--- src/rtl/huffman_bit_packer_if.sv ---
// Symbol-in / chunk-out bundle for the Huffman bit packer.
// The slave side is the packer itself and the master side is whoever drives symbols and sinks chunks.
interface huffman_bit_packer_if #(
  parameter int OUT_W = 4
);
  logic [3:0]                     sym_data;
  logic                           sym_valid;
  logic                           sym_ready;
  logic                           flush;
  logic [OUT_W-1:0]               out_bits;
  logic [$clog2(OUT_W+1)-1:0]     out_len;
  logic                           out_valid;
  logic                           out_ready;
  logic                           flush_done;

  modport master (
    output sym_data, sym_valid, flush, out_ready,
    input  sym_ready, out_bits, out_len, out_valid, flush_done
  );

  modport slave (
    input  sym_data, sym_valid, flush, out_ready,
    output sym_ready, out_bits, out_len, out_valid, flush_done
  );
endinterface

--- src/rtl/huffman_bit_packer.sv ---
// Prefix-encodes signed 4-bit symbols, packs the codes MSB-first and emits 1-4 bit chunks.
// The first full chunk is valid one cycle after the symbol is accepted; input stalls while 4+ bits are buffered or a flush runs.
module huffman_bit_packer #(
  parameter int MAX_CODE = 9,
  parameter int OUT_W    = 4,
  parameter int ACC_W    = MAX_CODE + OUT_W - 1
) (
  input  logic                 clk,
  input  logic                 reset,
  huffman_bit_packer_if.slave  bus
);
  localparam int CNT_W = $clog2(ACC_W + 1);
  localparam int LEN_W = $clog2(OUT_W + 1);
  localparam logic [0:0] ST_RUN   = 1'b0;
  localparam logic [0:0] ST_FLUSH = 1'b1;

  logic [0:0]       r_state;
  logic [ACC_W-1:0] r_acc;
  logic [CNT_W-1:0] r_cnt;
  logic [OUT_W-1:0] r_out_bits;
  logic [LEN_W-1:0] r_out_len;
  logic             r_out_valid;
  logic             r_flush_done;

  logic [3:0]       w_neg;
  logic [2:0]       w_mag;
  logic [8:0]       w_code;
  logic [3:0]       w_len;
  logic [CNT_W-1:0] w_shift;
  logic [ACC_W-1:0] w_app;
  logic [OUT_W-1:0] w_part_bits;
  logic             w_free, w_take, w_pop, w_partial, w_done;

  // +-k sends k ones, a zero, then the sign; -8 is the all-ones 8-bit word
  always_comb begin
    w_neg  = 4'(~bus.sym_data + 4'd1);
    w_mag  = bus.sym_data[3] ? w_neg[2:0] : bus.sym_data[2:0];
    w_code = 9'd0;
    w_len  = 4'd1;
    if (bus.sym_data == 4'b1000) begin
      w_code = 9'h0FF;
      w_len  = 4'd8;
    end else if (bus.sym_data != 4'd0) begin
      w_code = (((9'd1 << w_mag) - 9'd1) << 2) | {8'd0, bus.sym_data[3]};
      w_len  = {1'b0, w_mag} + 4'd2;
    end
  end

  assign w_shift     = CNT_W'(ACC_W) - r_cnt - CNT_W'(w_len);
  assign w_app       = ACC_W'(w_code) << w_shift;
  assign w_part_bits = OUT_W'(r_acc >> (CNT_W'(ACC_W) - r_cnt));

  assign w_free    = !r_out_valid || bus.out_ready;
  assign w_take    = bus.sym_valid && bus.sym_ready;
  assign w_pop     = w_free && (r_cnt >= CNT_W'(OUT_W));
  assign w_partial = (r_state == ST_FLUSH) && w_free &&
                     (r_cnt != '0) && (r_cnt < CNT_W'(OUT_W));
  assign w_done    = (r_state == ST_FLUSH) && w_free && (r_cnt == '0);

  assign bus.sym_ready  = !reset && (r_cnt < CNT_W'(OUT_W)) && (r_state == ST_RUN);
  assign bus.out_bits   = r_out_bits;
  assign bus.out_len    = r_out_len;
  assign bus.out_valid  = r_out_valid;
  assign bus.flush_done = r_flush_done;

  always_ff @(posedge clk) begin
    if (reset) begin
      r_state      <= ST_RUN;
      r_acc        <= '0;
      r_cnt        <= '0;
      r_out_bits   <= '0;
      r_out_len    <= '0;
      r_out_valid  <= 1'b0;
      r_flush_done <= 1'b0;
    end else begin
      r_flush_done <= 1'b0;
      // append and pop never coincide: one needs cnt<4, the other cnt>=4
      if (w_take) begin
        r_acc <= r_acc | w_app;
        r_cnt <= r_cnt + CNT_W'(w_len);
      end else if (w_pop) begin
        r_acc <= r_acc << OUT_W;
        r_cnt <= r_cnt - CNT_W'(OUT_W);
      end else if (w_partial) begin
        r_acc <= '0;
        r_cnt <= '0;
      end

      if (w_pop) begin
        r_out_bits  <= r_acc[ACC_W-1 -: OUT_W];
        r_out_len   <= LEN_W'(OUT_W);
        r_out_valid <= 1'b1;
      end else if (w_partial) begin
        r_out_bits  <= w_part_bits;
        r_out_len   <= LEN_W'(r_cnt);
        r_out_valid <= 1'b1;
      end else if (bus.out_ready) begin
        r_out_valid <= 1'b0;
      end

      if (r_state == ST_RUN) begin
        if (bus.flush) r_state <= ST_FLUSH;
      end else if (w_done) begin
        r_state      <= ST_RUN;
        r_flush_done <= 1'b1;
      end
    end
  end
endmodule

--- src/flat_wrapper.sv ---
// flat-port wrapper written by rule: the top's interface ports become plain ports
module huffman_bit_packer_flat 
#(
  parameter int MAX_CODE = 9,
  parameter int OUT_W    = 4,
  parameter int ACC_W    = MAX_CODE + OUT_W - 1
)
  (clk, reset, bus_sym_data, bus_sym_valid, bus_flush, bus_out_ready, bus_sym_ready, bus_out_bits, bus_out_len, bus_out_valid, bus_flush_done);
  huffman_bit_packer_if #(.OUT_W(OUT_W)) bus_i ();
  input  logic clk;
  input  logic reset;
  input wire logic [$bits(bus_i.sym_data)-1:0] bus_sym_data;
  input wire logic [$bits(bus_i.sym_valid)-1:0] bus_sym_valid;
  input wire logic [$bits(bus_i.flush)-1:0] bus_flush;
  input wire logic [$bits(bus_i.out_ready)-1:0] bus_out_ready;
  output wire logic [$bits(bus_i.sym_ready)-1:0] bus_sym_ready;
  output wire logic [$bits(bus_i.out_bits)-1:0] bus_out_bits;
  output wire logic [$bits(bus_i.out_len)-1:0] bus_out_len;
  output wire logic [$bits(bus_i.out_valid)-1:0] bus_out_valid;
  output wire logic [$bits(bus_i.flush_done)-1:0] bus_flush_done;
  assign bus_i.sym_data = bus_sym_data;
  assign bus_i.sym_valid = bus_sym_valid;
  assign bus_i.flush = bus_flush;
  assign bus_i.out_ready = bus_out_ready;
  assign bus_sym_ready = bus_i.sym_ready;
  assign bus_out_bits = bus_i.out_bits;
  assign bus_out_len = bus_i.out_len;
  assign bus_out_valid = bus_i.out_valid;
  assign bus_flush_done = bus_i.flush_done;
  huffman_bit_packer #(.MAX_CODE(MAX_CODE), .OUT_W(OUT_W), .ACC_W(ACC_W)) u_core (.clk(clk), .reset(reset), .bus(bus_i));
endmodule
--- config.mk ---
export PLATFORM = sky130hd
export DESIGN_NAME = huffman_bit_packer_flat
export DESIGN_NICKNAME = d
export VERILOG_FILES = /design/src/rtl/huffman_bit_packer_if.sv /design/src/rtl/huffman_bit_packer.sv /design/src/flat_wrapper.sv
export SDC_FILE = /design/constraint.sdc
export NUM_CORES = 1
export LEC_CHECK = 0
export ABC_AREA = 0
export ABC_CLOCK_PERIOD_IN_PS = 10400
export CAP_MARGIN = 10
export CORE_MARGIN = 5
export CORE_UTILIZATION = 65
export CTS_CLUSTER_DIAMETER = 150
export DETAILED_ROUTE_END_ITERATION = 10
export PLACE_DENSITY = 0.88
export SYNTH_ARGS = -nofsm -noshare
export SYNTH_HDL_FRONTEND = slang
export SYNTH_SLANG_ARGS = --single-unit
--- constraint.sdc ---
create_clock -name clk -period 10.4 [get_ports clk]
set_clock_uncertainty 0.2 [all_clocks]
set_input_delay 3.12 -clock clk [delete_from_list [all_inputs] [get_ports clk]]
set_output_delay 3.12 -clock clk [all_outputs]
set_load 0.05 [all_outputs]
-- Yosys cells after proc, flatten, opt, wreduce, memory -nomap -nowiden
Index checks and enable logic that the tools add are counted.
- $add $sub $neg: 7
- magnitude comparators: 2
- equal/unequal tests: 1
- shift operators: 3
- multiplexer cells: 22
- bitwise logic cells: 4
- reduce and logical (&&, ||, !) cells: 19
- operator list (kind ; number):
    $mux 12 ; 3
    $mux 4 ; 7
    $mux 9 ; 2
    $or 12x12->12 ; 1
    $shl 9x4->12 ; 1
    $shr 12x4->4 ; 1
    $mux 3 ; 3
    $or 9x1->9 ; 1
    $logic_and 1x1->1 ; 8
    $reduce_bool 4->1 ; 2
    $mux 1 ; 7
    $shl 1x3->7 const A ; 1
    $sub 7x1->7 const B ; 1
    $reduce_bool 3->1 ; 2
    $add 3x2->4 const B ; 1
    $add 4x4->4 ; 1
    $eq 4x4->1 const B ; 1
    $ge 4x3->1 const B ; 1
    $logic_not 4->1 ; 1
    $lt 4x3->1 const B ; 1
    $reduce_or 2->1 ; 2
    $sub 4x3->4 const B ; 1
    $sub 4x4->4 ; 1
    $sub 4x4->4 const A ; 1
    other kinds (6) ; 7
- register bits after elaboration: 26
- input port bits: 9
- word-level logic and storage cells: 66

-- Depth between registers and ports, before layout
- depth in word-level cells: 11
- gate-level depth with buffers: 16

-- Worst setup path after synthesis
Ideal clock, no wire load.
- path kind: input-to-output
- start: input port reset
- end: output port bus_sym_ready
- arrival: 4.545 ns
- path slack: 2.535 ns
- cell stages on the path: 2
- path buffers: 1
- cell sequence: clkbuf_1 > nor3b_1
- longest elaborated chain between the ends: 3
- ends and longest elaborated chain (element ; line ; RTL):
    start: declaration ; flat_wrapper.sv:11 ; input logic reset;
    $logic_not 1->1 ; huffman_bit_packer.sv:60 ; assign bus.sym_ready = !reset && (r_cnt < CNT_W'(OUT_W)) && (r_state == ST_RUN);
    $logic_and 1x1->1 (2 in series) ; huffman_bit_packer.sv:60 ;
    end: declaration ; flat_wrapper.sv:16 ; output wire logic [$bits(bus_i.sym_ready)-1:0] bus_sym_ready;
No other way between the ends.

-- Worst setup path after layout
Ends and elaborated chain as after synthesis.

==> reports/metrics.json <==
{
  "status": {
    "result_of_the_run": "finished, final reports clean"
  },
  "worst_hold_path": {
    "timing.hold.worst.start": "u_core.bus.out_bits[3]$_SDFFE_PP0P_",
    "whs_path_depth": 2,
    "worst_hold_path_type": "reg -> reg",
    "timing.hold.worst_endpoint": "u_core.bus.out_bits[3]$_SDFFE_PP0P_"
  },
  "clocking": {
    "ctsHoldBuffers": 0,
    "cts_root_buf": "sky130_fd_sc_hd__clkbuf_8",
    "cts.repair_timing.setup_buffer_count": 0,
    "clockBufferDepth": 2,
    "tritoncts": "built",
    "clock_tree.htree_level_count": 1,
    "clkLatencyLatePin_ns": 0.28,
    "cts_resized": 0,
    "clkTransAtPathRegs_ns": 0.10,
    "cts_made_buffers": 3,
    "clock-sinks": 26
  },
  "pwr": {
    "total_chip_power_mw": 0.7529,
    "peakVddDrop_uv": 106.1,
    "power-per-cell-area_mw_per_mm2": 248.7,
    "power.leakage_nw": 1.161
  },
  "route": {
    "drt_drc_violations_left": 0,
    "route.final.wire_length_mm": 7.280,
    "detailroute.via_count": 2948,
    "wl_per_cell_um": 17.09,
    "drt_iter0_markers": 305,
    "drtPass1Iterations": 5,
    "via_per_inst": 6.920,
    "drtAntennaViolNets": 0
  },
  "place": {
    "io_buffers": 18,
    "placedCellCount": 422,
    "detailedPlacementHpwl_mm": 5.306,
    "gp_congestion": 0.8983
  },
  "worst_setup_path": {
    "crit-reg2reg-launch": "u_core.r_cnt[0]$_SDFFE_PP0P_",
    "worstPathArrival_ns": 4.91,
    "path_cells": "clkdlybuf4s50_1 -> buf_4 -> nor3b_1 -> clkdlybuf4s50_1",
    "setup.worst_path.start_class": "input pin",
    "reg2reg_setup_slack_ns": 6.10,
    "rr_endpoint": "u_core.r_acc[10]$_SDFFE_PP0P_",
    "crit_fanout": 28,
    "cpMostUsedCell": "sky130_fd_sc_hd__clkdlybuf4s50_1",
    "cp.buffers_inverters": 3,
    "worstPathRequired_ns": 7.08,
    "criticalPathCategory": "in -> out",
    "critical_path.slowest_cell": "sky130_fd_sc_hd__clkdlybuf4s50_1",
    "endpoint_kind": "primary output",
    "critical_path.top_delay_family": "buffers and inverters",
    "cp_slowest_stage_delay_ns": 0.86,
    "cp_num_cells": 4,
    "reg2regPathDepth": 11
  },
  "floorplanning": {
    "ios": 19,
    "die_w_um": 75.78,
    "floorplan.initialDensity_pct": 65.96,
    "fp.coreArea_mm2": 0.004264,
    "row_count": 24,
    "chipHeight_um": 75.78,
    "die-area_mm2": 0.005743
  },
  "global_routing": {
    "grt_max_degree": 29,
    "grt_use_total_pct": 26.49,
    "grt_first_pass_wirelength_mm": 12.12,
    "grt_remaining_overflow": 0,
    "antenna_found_initial": 0,
    "first_global_vias": 2667
  },
  "timing": {
    "final_min_period_over_clock_period_pct": 79.12,
    "final_period_minus_worst_setup_slack_ns": 8.229,
    "achievable-frequency_ghz": 0.1215,
    "setup_viol": 0,
    "timing_hold_violations_final": 0,
    "max-slew-margin-rel_pct": 41.47,
    "number_of_max_slew_violations_in_the_final_report": 0,
    "tightest_slew_ns": 0.8717,
    "rsz0062_at_grt": "false",
    "setup-tns-final_ns": 0
  },
  "final_layout": {
    "utilization_pct": 71.01,
    "fin_nets": 400,
    "filler_cell_count": 358,
    "final_layout_size_suffix_gt1_share_pct": 4.813,
    "finalNonFillerCells": 426,
    "area_delta_synth_final_pct": 7.651,
    "n_antenna_cell": 0,
    "most-common-layout-cells": "sky130_fd_sc_hd__nand2_1, sky130_fd_sc_hd__nor2_1, sky130_fd_sc_hd__a21oi_1"
  },
  "yosys": {
    "synth_area_per_cell_um2": 7.481,
    "cell_count_after_synthesis": 376,
    "ys_seq_area_share_pct": 18.51,
    "postSynthNetCount": 401,
    "synth-async-reset-ratio_pct": 0,
    "yosysWarnings": 0,
    "synth_cell_types": 67,
    "dominantRegCellSynth": "sky130_fd_sc_hd__dfxtp_1",
    "synth_enable_flop_cells": 0,
    "postSynthRegisterBits": 26,
    "syn_area_mm2": 0.002813
  },
  "run": {
    "total_of_max_cap_violations": 0
  }
}
-- flip-flops by register name, summed over array words and instances, names as in the netlist --
register,flops
u_core.bus.flush_done,1
u_core.r_acc,12
u_core.r_state,1
u_core.r_cnt,4
u_core.bus.out_len,3
u_core.bus.out_valid,1
u_core.bus.out_bits,4
-- layer usage --
metal	vias to the layer above	share of wire [%]	global-route usage [%]
met3	17	8.0	3.166
met1	1377	42	33.78
li1	1395	-	-
met4	0	1.6	10.10
met2	159	49	45.34
met5	-	0	0
-- worst max path at each step --
| stage | start | end | slack (ns) |
|---|---|---|---|
| after global placement | reset | bus_sym_ready | 2.19 |
| after floorplan | reset | bus_sym_ready | 2.54 |
| after detailed placement | reset | bus_sym_ready | 2.17 |
| final | reset | bus_sym_ready | 2.17 |
| after global routing | reset | bus_sym_ready | 2.09 |
| after CTS | reset | bus_sym_ready | 2.17 |
-- worst min-delay path, delay by kind of cell (launching register included) --
family	cells	cell delay, ns
flops	1	0.32
compound gates	1	0.07
simple gates	1	0.06
-- where the power goes --
part | internal [mW] | total, mW | leakage (nW) | switching [mW]
clock | 0.0516 | 0.0857 | 0.0357 | 0.0341
sequential | 0.121 | 0.148 | 0.212 | 0.0277
combinational | 0.183 | 0.519 | 0.914 | 0.336
-- kinds of logic after synthesis --
family	count (synthesis)	share of synthesized area, %
xor gates and xnor gates	12	5.249
AOI/OAI and AO/OA	118	28.60
DFF	26	18.51
buffers and inverters	45	6.539
muxes	19	8.318
and+or+nand+nor	140	25.13
adders and majority gates	16	7.651
-- metrics by stage --
step                hold WS (ns)  area [um^2]  worst slack (ns)
floorplan                 0.2927         2813             2.535
global placement          0.2758         2957             2.188
detailed placement        0.2834         2957             2.174
CTS                       0.2976         3028             2.166
global route              0.3221         3028             2.088
finish                    0.2928         3028             2.171
-- layout make-up --
type	instances	area [um^2]	share of cell area, %
multi-input cells	305	2108	69.63
flip-flops and latches	26	520.5	17.19
repair buffers	19	187.7	6.198
inverters	20	75.07	2.479
well taps	52	65.06	2.149
clock buffers	3	41.29	1.364
clock inverters	1	30.03	0.9917
-- Yosys cell counts, types with 3 or more instances --
master                      count  area [um^2]
sky130_fd_sc_hd__a2111oi_0      4        35.03
sky130_fd_sc_hd__a211o_1        3        26.28
sky130_fd_sc_hd__a211oi_1      12        90.09
sky130_fd_sc_hd__a21o_1         5        37.54
sky130_fd_sc_hd__a21oi_1       32        160.2
sky130_fd_sc_hd__a221oi_1       4        35.03
sky130_fd_sc_hd__a22oi_1        3        22.52
sky130_fd_sc_hd__a31oi_1        9        56.30
sky130_fd_sc_hd__a41oi_1        3        26.28
sky130_fd_sc_hd__and2_1         3        18.77
sky130_fd_sc_hd__and3_1         3        18.77
sky130_fd_sc_hd__and4b_1        3        30.03
sky130_fd_sc_hd__buf_2          9        45.04
sky130_fd_sc_hd__clkbuf_1      15        56.30
sky130_fd_sc_hd__dfxtp_1       26        520.5
sky130_fd_sc_hd__ha_1          14        175.2
sky130_fd_sc_hd__inv_1         18        67.56
sky130_fd_sc_hd__mux2i_1       14        140.1
sky130_fd_sc_hd__nand2_1       36        135.1
sky130_fd_sc_hd__nand2b_1      11        68.82
sky130_fd_sc_hd__nand3_1       13        65.06
sky130_fd_sc_hd__nand4_1        4        25.02
sky130_fd_sc_hd__nor2_1        36        135.1
sky130_fd_sc_hd__nor2b_1        4        25.02
sky130_fd_sc_hd__nor3_1         8        40.04
sky130_fd_sc_hd__nor3b_1        5        37.54
sky130_fd_sc_hd__o21ai_0       14        70.07
sky130_fd_sc_hd__o22ai_1        4        25.02
sky130_fd_sc_hd__o31ai_1        3        22.52
sky130_fd_sc_hd__or3_1          3        18.77
sky130_fd_sc_hd__xnor2_1        5        43.79
sky130_fd_sc_hd__xor2_1         4        35.03
No activity file was read; power rests on OpenSTA's default activity.
